[config.mk]
export PLATFORM = sky130hd
export DESIGN_NAME = instr_sequencer
export DESIGN_NICKNAME = d
export VERILOG_FILES = /design/src/rtl/instr_sequencer.sv
export SDC_FILE = /design/constraint.sdc
export NUM_CORES = 1
export LEC_CHECK = 0
export ABC_AREA = 1
export CAP_MARGIN = 20
export CORE_MARGIN = 3
export CORE_UTILIZATION = 58
export CTS_CLUSTER_DIAMETER = 150
export DETAILED_ROUTE_END_ITERATION = 10
export PLACE_DENSITY = 0.88
export SLEW_MARGIN = 25
export SYNTH_ARGS = -nofsm -noshare
export SYNTH_HDL_FRONTEND = slang
export SYNTH_SLANG_ARGS = --single-unit
[constraint.sdc]
create_clock -name clk -period 2.45 [get_ports clk]
set_input_delay 0.6125 -clock clk [delete_from_list [all_inputs] [get_ports clk]]
set_output_delay 0.6125 -clock clk [all_outputs]
set_load 0.01 [all_outputs]
[src/rtl/instr_sequencer.sv]
// -----------------------------------------------------------------------------
// instr_sequencer
//
// Control-path instruction sequencer. It fetches 8-bit packets from a
// synchronous instruction ROM and decodes the four control opcodes:
//   EXECUTE (0000): hand instr[7:4] to the execute unit over valid/ready,
//                   then advance pc.
//   JUMP    (0100): pc <= instr[7:4].
//   CALL    (1000): push pc+1 on the return stack, then pc <= instr[7:4].
//   RETURN  (1100): pop the return stack into pc.
// Every other opcode, a CALL with a full stack, and a RETURN with an empty
// stack all end in a sticky FAULT state that only rst leaves.
//
// Ports
//   clk, rst          clock; asynchronous active-high reset
//   start             one-cycle pulse, begins fetching from pc when idle
//   imem_addr/imem_rd fetch address and strobe (ROM answers the next cycle)
//   imem_data         instruction packet: [7:4] operand/target, [3:0] opcode
//   exec_valid/exec_data/exec_ready  operand handshake to the execute unit
//   pc, sp            program counter and return-stack occupancy
//   busy              high in every state except IDLE
//   fault, fault_code sticky error flag; 01 overflow, 10 underflow,
//                     11 illegal opcode
// -----------------------------------------------------------------------------
module instr_sequencer #(
  parameter int ADDR_W      = 4,
  parameter int STACK_DEPTH = 4
) (
  input  logic              clk,
  input  logic              rst,
  input  logic              start,
  output logic [ADDR_W-1:0] imem_addr,
  output logic              imem_rd,
  input  logic [7:0]        imem_data,
  output logic              exec_valid,
  output logic [3:0]        exec_data,
  input  logic              exec_ready,
  output logic [ADDR_W-1:0] pc,
  output logic [3:0]        sp,
  output logic              busy,
  output logic              fault,
  output logic [1:0]        fault_code
);

  localparam int IDX_W = (STACK_DEPTH > 1) ? $clog2(STACK_DEPTH) : 1;

  localparam logic [3:0]        OP_EXECUTE = 4'b0000;
  localparam logic [3:0]        OP_JUMP    = 4'b0100;
  localparam logic [3:0]        OP_CALL    = 4'b1000;
  localparam logic [3:0]        OP_RETURN  = 4'b1100;
  localparam logic [3:0]        DEPTH4     = 4'(STACK_DEPTH);
  localparam logic [ADDR_W-1:0] PC_ONE     = ADDR_W'(1);

  localparam logic [1:0] FC_OVERFLOW  = 2'b01;
  localparam logic [1:0] FC_UNDERFLOW = 2'b10;
  localparam logic [1:0] FC_ILLEGAL   = 2'b11;

  typedef enum logic [2:0] {
    S_IDLE   = 3'd0,
    S_FETCH  = 3'd1,
    S_DECODE = 3'd2,
    S_EXEC   = 3'd3,
    S_FAULT  = 3'd4
  } state_t;

  state_t state;

  // Return stack and latched operand are pure data: no reset needed.
  logic [ADDR_W-1:0] stack [STACK_DEPTH];
  logic [3:0]        operand_q;

  logic [3:0]        opcode;
  logic [ADDR_W-1:0] target;
  logic [ADDR_W-1:0] pc_inc;
  logic [3:0]        sp_dec;
  logic              stack_full;
  logic              stack_empty;
  logic              push;
  logic [ADDR_W-1:0] ret_addr;

  always_comb begin
    opcode      = imem_data[3:0];
    // Target bits above ADDR_W-1 are dropped when ADDR_W < 4.
    target      = imem_data[4 +: ADDR_W];
    // Wraps modulo 2^ADDR_W; the pushed return address wraps the same way.
    pc_inc      = pc + PC_ONE;
    sp_dec      = sp - 4'd1;
    stack_full  = (sp >= DEPTH4);
    stack_empty = (sp == 4'd0);
    push        = (state == S_DECODE) && (opcode == OP_CALL) && !stack_full;
    ret_addr    = stack[sp_dec[IDX_W-1:0]];
  end

  always_ff @(posedge clk) begin
    if (push) begin
      stack[sp[IDX_W-1:0]] <= pc_inc;
    end
  end

  always_ff @(posedge clk) begin
    if (state == S_DECODE) begin
      operand_q <= imem_data[7:4];
    end
  end

  // Operand is only meaningful while the handshake is open; zero otherwise.
  assign exec_data = exec_valid ? operand_q : 4'd0;

  always_ff @(posedge clk or posedge rst) begin
    if (rst) begin
      state      <= S_IDLE;
      pc         <= '0;
      sp         <= 4'd0;
      imem_addr  <= '0;
      imem_rd    <= 1'b0;
      exec_valid <= 1'b0;
      busy       <= 1'b0;
      fault      <= 1'b0;
      fault_code <= 2'b00;
    end else begin
      // The fetch strobe lasts exactly the FETCH cycle.
      imem_rd <= 1'b0;
      case (state)
        S_IDLE: begin
          if (start) begin
            state     <= S_FETCH;
            imem_addr <= pc;
            imem_rd   <= 1'b1;
            busy      <= 1'b1;
          end
        end

        S_FETCH: begin
          state <= S_DECODE;
        end

        S_DECODE: begin
          case (opcode)
            OP_EXECUTE: begin
              state      <= S_EXEC;
              exec_valid <= 1'b1;
            end
            OP_JUMP: begin
              state     <= S_FETCH;
              pc        <= target;
              imem_addr <= target;
              imem_rd   <= 1'b1;
            end
            OP_CALL: begin
              if (stack_full) begin
                state      <= S_FAULT;
                fault      <= 1'b1;
                fault_code <= FC_OVERFLOW;
              end else begin
                state     <= S_FETCH;
                sp        <= sp + 4'd1;
                pc        <= target;
                imem_addr <= target;
                imem_rd   <= 1'b1;
              end
            end
            OP_RETURN: begin
              if (stack_empty) begin
                state      <= S_FAULT;
                fault      <= 1'b1;
                fault_code <= FC_UNDERFLOW;
              end else begin
                state     <= S_FETCH;
                sp        <= sp_dec;
                pc        <= ret_addr;
                imem_addr <= ret_addr;
                imem_rd   <= 1'b1;
              end
            end
            default: begin
              state      <= S_FAULT;
              fault      <= 1'b1;
              fault_code <= FC_ILLEGAL;
            end
          endcase
        end

        S_EXEC: begin
          // exec_valid stays high until the execute unit takes the operand.
          if (exec_ready) begin
            state      <= S_FETCH;
            exec_valid <= 1'b0;
            pc         <= pc_inc;
            imem_addr  <= pc_inc;
            imem_rd    <= 1'b1;
          end
        end

        S_FAULT: begin
          // Sticky: everything frozen until rst.
          state <= S_FAULT;
        end

        default: begin
          state <= S_IDLE;
          busy  <= 1'b0;
        end
      endcase
    end
  end

endmodule

Yosys cells after proc, flatten, opt, wreduce, memory -nomap -nowiden
Memories as Yosys holds them, arrays and structs flattened.
Cells that the tools add are included.
Widths: inputs -> output; s select.
{ "classes": {"add_sub_neg": 3, "magnitude_cmp": 1, "eq_ne": 17, "n_mux": 36, "n_bitwise": 2, "reduce_logical": 18} }
{ "ops": {"columns": ["op", "count"], "rows": [
  ["$mux 4", 7],
  ["$pmux 4 s3", 2],
  ["$pmux 4 s2", 2],
  ["$pmux 3 s5", 1],
  ["$mux 3", 4],
  ["$ne 2x2->1 const B", 6],
  ["$pmux 3 s4", 1],
  ["$mux 1", 11],
  ["$pmux 1 s3", 3],
  ["$add 4x1->4 const B", 2],
  ["$eq 4x4->1 const B", 2],
  ["$logic_not 4->1", 2],
  ["$reduce_and 4->1", 2],
  ["$eq 3x2->1 const B", 2],
  ["$ne 3x3->1 const B", 2],
  ["$pmux 2 s3", 1],
  ["$reduce_and 6->1", 1],
  ["$reduce_and 5->1", 1],
  ["$eq 4x3->1 const B", 1],
  ["$ge 4x3->1 const B", 1],
  ["$mux 2", 2],
  ["$ne 4x2->1 const B", 1],
  ["$pmux 1 s2", 2],
  ["$reduce_and 2->1", 2],
  ["13 further kinds", 16]
]} }
{ "totals": {"ff_bits": 25, "ramBits": 16, "input_bits": 12, "output_inout_bits": 22, "elab_cells": 88, "mem_count": 1} }
{ "mem_list": {"columns": ["memory", "words", "word_bits", "read_ports", "rd_ports_with_merged_regs", "write_ports", "line", "rtl"], "rows": [
  ["stack", 4, 4, 1, 0, 1, "69", "logic [ADDR_W-1:0] stack [STACK_DEPTH];"]
]} }

Logic depth before layout (Yosys ltp)
Gate-level depths: netlist of the first run.
{ "depth": {"depth_word": 5, "mapped_depth": 10, "mapped_depth_nobuf": 10} }

Worst setup path before layout of the first run
No wires, ideal clock.
{ "synth_timing": {"path_type": "input port to flip-flop", "start": "in imem_data[1]", "end": "mem stack[0][0], enable pin", "setup_time_ns": 0.329, "arrival_ns": 1.345, "t_required_ns": 2.121, "setup_slack_ns": 0.775, "path_stages": 5, "path_cell_list": "nor2_1 -> nand2_2 -> clkinv_1 -> nand3_1 -> nor2_1"} }
{ "synth_via": {"elab_chain_cells": 5} }
{ "synth_lines": {"columns": ["element", "line", "rtl"], "rows": [
  ["from (decl)", "34", "input logic [7:0] imem_data,"],
  ["$eq 4x4->1", "90", "push = (state == S_DECODE) && (opcode == OP_CALL) && !stack_full;"],
  ["$logic_and 1x1->1 (2 in series)", "90", null],
  ["$mux 1", "95", "if (push) begin"],
  ["$mux 1 (implied by the code)", "96", "stack[sp[IDX_W-1:0]] <= pc_inc;"],
  ["to (decl)", "69", null]
]} }
Every way passes these cells.

Final worst setup path of the first run
{ "layout_timing": {"start": "reg sp[0]", "end": "out sp[0]"} }
{ "layout_lines": {"columns": ["element", "line", "rtl"], "rows": [
  ["from (decl)", "39", "output logic [3:0] sp,"],
  ["from (signal assigned)", "156", "sp <= sp + 4'd1;"],
  ["from (signal assigned)", "169", "sp <= sp_dec;"]
]} }
No word-level cell between the ends.

==> results of run 1 <==
## synthesized netlist by cell type
library cell  count  share of area (%)
nand3_1          33                7.4
inv_1            32                5.4
nand4_1           1               0.28
ha_1              5                2.8
inv_8             1               0.51
xor2_1            4                1.6
inv_2             5               0.84
o21ai_1           2               0.45
a21oi_1           4               0.90
nand2_1          80                 13
dfrtp_1          21                 24
clkinv_1          2               0.34
a21oi_4           1               0.73
a21boi_0          1               0.34
nor2_1           24                4.0
o21ai_2           1               0.39
nor2_4            1               0.51
or2_2             4                1.1
o311ai_0          1               0.39
o21ai_0           9                2.0
edfxtp_1         20                 27
xnor2_1           1               0.39
nor2_2            1               0.28
and2_1            1               0.28
nand2_4           6                3.0
buf_2             1               0.22
buf_4             1               0.34
nand2_2           5                1.4
## per-layer routing
layer / wire length (µm) / vias to the layer above / track usage, %
met4: 92 / 0 / 9.18
met5: 0 / - / 0
met1: 1950 / 843 / 29.1
li1: - / 935 / -
met2: 2240 / 58 / 39.5
met3: 288 / 7 / 5.75
## final cells by class
type	count	area share, %
clock buffers	6	2.67
clock inverters	2	0.368
inverters	40	5.80
multi-input cells	185	34.3
flip-flops and latches	41	41.5
well taps	46	2.12
repair buffers	37	13.3
## power by group
part	total, mW	switching (mW)	internal [mW]	leakage, nW
clock network	0.419	0.222	0.197	0.0450
logic	1.34	0.763	0.581	0.831
registers	1.14	0.197	0.939	0.436
## worst max path at each step
stage / endpoint / slack (ps)
global route: sp[0] / 200
finish: sp[0] / 290
global placement: stack[3][2]$_DFFE_PP_ / 190
CTS: sp[0] / 280
floorplan: stack[0][0]$_DFFE_PP_ / 780
detailed placement: stack[3][2]$_DFFE_PP_ / 130
## cell usage in the layout (no fill, tap or decap), types with 5 or more instances in the layout
master           instances
nand2_1                 80
nand3_1                 33
clkdlybuf4s50_1         33
inv_1                   32
nor2_1                  24
dfrtp_1                 21
edfxtp_1                20
o21ai_0                  9
nand2_4                  6
nand2_2                  5
inv_2                    5
ha_1                     5
clkbuf_8                 5
## cell families (layout without fill, tap and decap cells)
kind of cell / Yosys count / after routing / synth area share (%)
and+or+nand+nor: 156 / 156 / 31.8
buffers and inverters: 42 / 85 / 7.64
DFF: 41 / 41 / 50.5
AOI/OAI and AO/OA: 19 / 19 / 5.22
adders and majority gates: 5 / 5 / 2.81
xor gates and xnor gates: 5 / 5 / 1.97
## flip-flops by register name (all words and copies together) (netlist names)
signal / cells
busy: 1
exec_valid: 1
fault: 1
fault_code: 2
imem_addr: 4
imem_rd: 1
operand_q: 4
pc: 4
sp: 4
stack: 16
state: 3
## metrics by stage
stage	hold WS (ps)	area [µm²]	worst slack, ps
final	478	2720	287
after floorplan	500	2230	775
after global routing	497	2720	199
after global placement	453	2630	195
after detailed placement	451	2630	134
after CTS	479	2720	276
==> impl_metrics.env, run 1 <==
export IMPL_place_hpwl_um=3540
export IMPL_min_delay_path_depth=2
export IMPL_max_slew_worst_pin_slew_ps=464
export IMPL_detail_route_wl_per_cell_um=12.8
export IMPL_peakVddDrop_mv=0.770
export IMPL_arrival_ps=1550
export IMPL_clk_latency_ps=290
export IMPL_die_y_um=68.0
export IMPL_drtPass1Iterations=5
export IMPL_syn_area_per_cell_um2=8.31
export IMPL_start_util_pct=63.3
export IMPL_period_minus_slack_ps=2160
export IMPL_crit_start="sp[0]$_DFFE_PP0P_"
export IMPL_grt_start_max_net_pins=22
export IMPL_drv_cap=0
export IMPL_cts_resized=0
export IMPL_placementRows=21
export IMPL_filler_cell_count=237
export IMPL_worst_path_max_delay_cell="dfrtp_1"
export IMPL_finalSetupTns_ps=0
export IMPL_syn_nets=285
export IMPL_postRouteAntennaNets=0
export IMPL_slew_violations=0
export IMPL_stdcell_count=357
export IMPL_p_leak_nw=1.31
export IMPL_max_stage_delay_ps=630
export IMPL_post_cts_buffers=0
export IMPL_viasPerCell=5.16
export IMPL_grt_usage_pct=23.5
export IMPL_path_max_fanout=14
export IMPL_skew_ps=3.98
export IMPL_r2r_start="sp[0]$_DFFE_PP0P_"
export IMPL_period_share_pct=88.3
export IMPL_critPathRequiredTime_ps=1840
export IMPL_worst_path_buf_inv=1
export IMPL_netlist_instances=268
export IMPL_core_area_mm2=0.00352
export IMPL_antennaDiodeCount=0
export IMPL_clockBufferDepth=2
export IMPL_port_buffers=33
export IMPL_finalHoldViolCount=0
export IMPL_htree_levels=2
export IMPL_cts_buffers_inserted=5
export IMPL_power_mw=2.90
export IMPL_hold_class="flop to flop"
export IMPL_critical_path_top_delay_family="flip-flops"
export IMPL_setup_viol=0
export IMPL_r2r_cells=9
export IMPL_route_detailed_drc=0
export IMPL_final_nets=327
export IMPL_cts_hold_buffers_added=0
export IMPL_regArea_mm2=0.00113
export IMPL_path_depth=1
export IMPL_cts_reportedPaths_clkPinSlew_ps=70
export IMPL_grt_pass1_wl_um=7940
export IMPL_ys_seq_area_share_pct=50.5
export IMPL_grt_pass1_vias=1791
export IMPL_yosysWarnings=0
export IMPL_final_util_pct=77.1
export IMPL_cp_end_kind="primary output"
export IMPL_cts_root_buf="clkbuf_8"
export IMPL_hold_end="fault$_DFFE_PP0P_"
export IMPL_r2r_slack_ps=460
export IMPL_path_cells="clkdlybuf4s50_1"
export IMPL_holdCritStartpoint="fault$_DFFE_PP0P_"
export IMPL_path_class="flop to primary output"
export IMPL_max_slew_margin_pct=69.1
export IMPL_power_density_mw_per_mm2=1070
export IMPL_outcome="completed"
export IMPL_start_kind="flop"
export IMPL_dpl_cell_count=349
export IMPL_drive_gt1_share_pct=11.6
export IMPL_num_vias=1843
export IMPL_gp_congestion=0.868
export IMPL_drt_iter0_drc=148
export IMPL_antenna_found_initial=0
export IMPL_multi_input_area_um2=932
export IMPL_synth_distinct_cells=28
export IMPL_ioPinCount=34
export IMPL_die_area_mm2=0.00462
export IMPL_cts_tree="yes"
export IMPL_fmax_mhz=462
export IMPL_cts_sinks=41
export IMPL_wirelength_um=4570
export IMPL_synth_seq_cells=41
export IMPL_rsz0062_at_grt="no"
export IMPL_area_growth_pct=21.9
export IMPL_chipWidth_um=68.0
export IMPL_r2r_end="imem_addr[2]$_DFFE_PP0P_"
export IMPL_grt_ovfl_total=0
export IMPL_netlist_area_mm2=0.00223
(Power assumes the default switching activity.)
==> run 2, diff against run 1 <==
ABC_CLOCK_PERIOD_IN_PS = 2450   (was default)
PLACE_DENSITY = 0.85   (was 0.88)
==> run 2 against run 1 <==
Net effect: first-iteration DRC count shrank 5.4%; final cell count is the same; critical path depth unchanged; register-to-register slack got worse by 20 ps; critical endpoint unchanged.
==> impl_metrics.env, run 2 (synthesized netlist as in run 1, its figures left out) <==
export IMPL_outcome="completed"
export IMPL_place_ws_ps=87.2
export IMPL_grt_ovfl_total=0
export IMPL_dpl_cell_count=349
export IMPL_drtPass1Iterations=4
export IMPL_antenna_found_initial=0
export IMPL_die_y_um=68.0
export IMPL_drv_cap=0
export IMPL_die_area_mm2=0.00462
export IMPL_cp_end_kind="primary output"
export IMPL_p_leak_nw=1.31
export IMPL_slew_violations=0
export IMPL_clk_latency_ps=300
export IMPL_drive_gt1_share_pct=11.3
export IMPL_final_common_cell="nand2_1"
export IMPL_power_density_mw_per_mm2=1090
export IMPL_ioPinCount=34
export IMPL_skew_ps=9.51
export IMPL_cts_reportedPaths_clkPinSlew_ps=80
export IMPL_peakVddDrop_mv=0.711
export IMPL_power_mw=2.96
export IMPL_pwr_share_seq_pct=38.6
export IMPL_max_stage_delay_ps=640
export IMPL_largest_reg_flops=16
export IMPL_cts_root_buf="clkbuf_8"
export IMPL_cts_sinks=41
export IMPL_detail_route_wl_per_cell_um=14.7
export IMPL_start_kind="flop"
export IMPL_stdcell_count=357
export IMPL_grt_pass1_wl_um=8830
export IMPL_path_max_fanout=14
export IMPL_max_slew_margin_pct=63.1
export IMPL_grt_usage_pct=26.1
export IMPL_post_cts_buffers=0
export IMPL_path_cells="clkdlybuf4s50_1"
export IMPL_period_minus_slack_ps=2170
export IMPL_start_util_pct=63.3
export IMPL_whs_ps=472
export IMPL_worst_path_buf_inv=1
export IMPL_clockBufferDepth=2
export IMPL_setup_viol=0
export IMPL_grt_start_max_net_pins=22
export IMPL_htree_levels=2
export IMPL_wirelength_um=5260
export IMPL_period_share_pct=88.7
export IMPL_cts_resized=0
export IMPL_final_nets=327
export IMPL_antennaDiodeCount=0
export IMPL_grt_pass1_vias=1921
export IMPL_p_switching_mw=1.24
export IMPL_setup_ws_ps=277
export IMPL_fmax_mhz=460
export IMPL_postRouteAntennaNets=0
export IMPL_cts_hold_buffers_added=0
export IMPL_p_clk_share_pct=14.7
export IMPL_p_comb_share_pct=46.7
export IMPL_path_class="flop to primary output"
export IMPL_chipWidth_um=68.0
export IMPL_critPathRequiredTime_ps=1840
export IMPL_max_slew_worst_pin_slew_ps=552
export IMPL_intPower_mw=1.72
export IMPL_worst_path_max_delay_cell="dfrtp_1"
export IMPL_area_growth_pct=21.8
export IMPL_finalHoldViolCount=0
export IMPL_critical_path_top_delay_family="flip-flops"
export IMPL_drt_iter0_drc=140
export IMPL_port_buffers=33
export IMPL_hold_class="flop to flop"
export IMPL_viasPerCell=5.50
export IMPL_gp_congestion=0.861
export IMPL_switching_share_pct=41.9
export IMPL_num_vias=1963
export IMPL_cts_tree="yes"
export IMPL_place_hpwl_um=3950
export IMPL_arrival_ps=1560
export IMPL_placementRows=21
export IMPL_final_cell_mix="nand2_1, nand3_1, clkdlybuf4s50_1"
export IMPL_core_area_mm2=0.00352
export IMPL_route_detailed_drc=0
export IMPL_finalSetupTns_ps=0
export IMPL_cts_buffers_inserted=5
export IMPL_rsz0062_at_grt="no"
==> run 2: final timing paths <==
check,cells after the start,end,slack [ps],start
max,1,sp[0],280,sp[0]$_DFFE_PP0P_
min,2,fault$_DFFE_PP0P_,470,fault$_DFFE_PP0P_
max reg2reg,9,imem_addr[2]$_DFFE_PP0P_,440,sp[0]$_DFFE_PP0P_
min reg2reg,2,fault$_DFFE_PP0P_,470,fault$_DFFE_PP0P_
max in group asynchronous,3,fault_code[1]$_DFFE_PP0P_,1580,rst
min in group asynchronous,3,busy$_DFFE_PP0P_,640,rst
==> run 2: final cells by class <==
class / instances / area (µm²)
Sequential cell: 41 / 1130
Multi-Input combinational cell: 185 / 932
Fill cell: 242 / 806
Timing Repair Buffer: 37 / 360
Inverter: 40 / 158
Clock buffer: 7 / 76.3
Tap cell: 46 / 57.6
Clock inverter: 1 / 5.00
==> run 2: power groups by stage <==
stage | combinational [mW] | clock (mW) | sequential [mW]
3_3_place_gp | 1.33 | 0 | 1.14
2_1_floorplan | 0.798 | 0 | 1.15
3_5_place_dp | 1.37 | 0 | 1.15
5_1_grt | 1.54 | 0.464 | 1.17
6_report | 1.38 | 0.436 | 1.14
4_1_cts | 1.38 | 0.435 | 1.14
==> run 2: per-stage QoR <==
| stage | utilization (%) | instance area, µm² |
|---|---|---|
| after detailed placement | 74.8 | 2630 |
| final | 77.1 | 2720 |
| after CTS | 77.1 | 2720 |
| after global routing | 77.1 | 2720 |
| after floorplan | - | 2230 |
| after global placement | 74.8 | 2630 |
==> run 2: layer usage <==
| layer | wire, µm | GRT usage, % | vias up |
|---|---|---|---|
| met2 | 2640 | 44.2 | 92 |
| li1 | - | - | 935 |
| met5 | 0 | 0 | - |
| met3 | 383 | 6.73 | 15 |
| met4 | 138 | 11.2 | 0 |
| met1 | 2100 | 31.4 | 921 |
==> run 2: tightest hold or removal path: cells and delay by family (launching register included) <==
family / cells / cell delay (ps)
buffers and inverters: 1 / 40
flip-flops: 1 / 350
AND/OR/NAND/NOR: 1 / 50
==> run 3, diff against run 2 <==
HOLD_SLACK_MARGIN = 0.08   (was default)
==> results of run 3 <==
No change in the layout: final DEF, timing and power equal those of run 2.
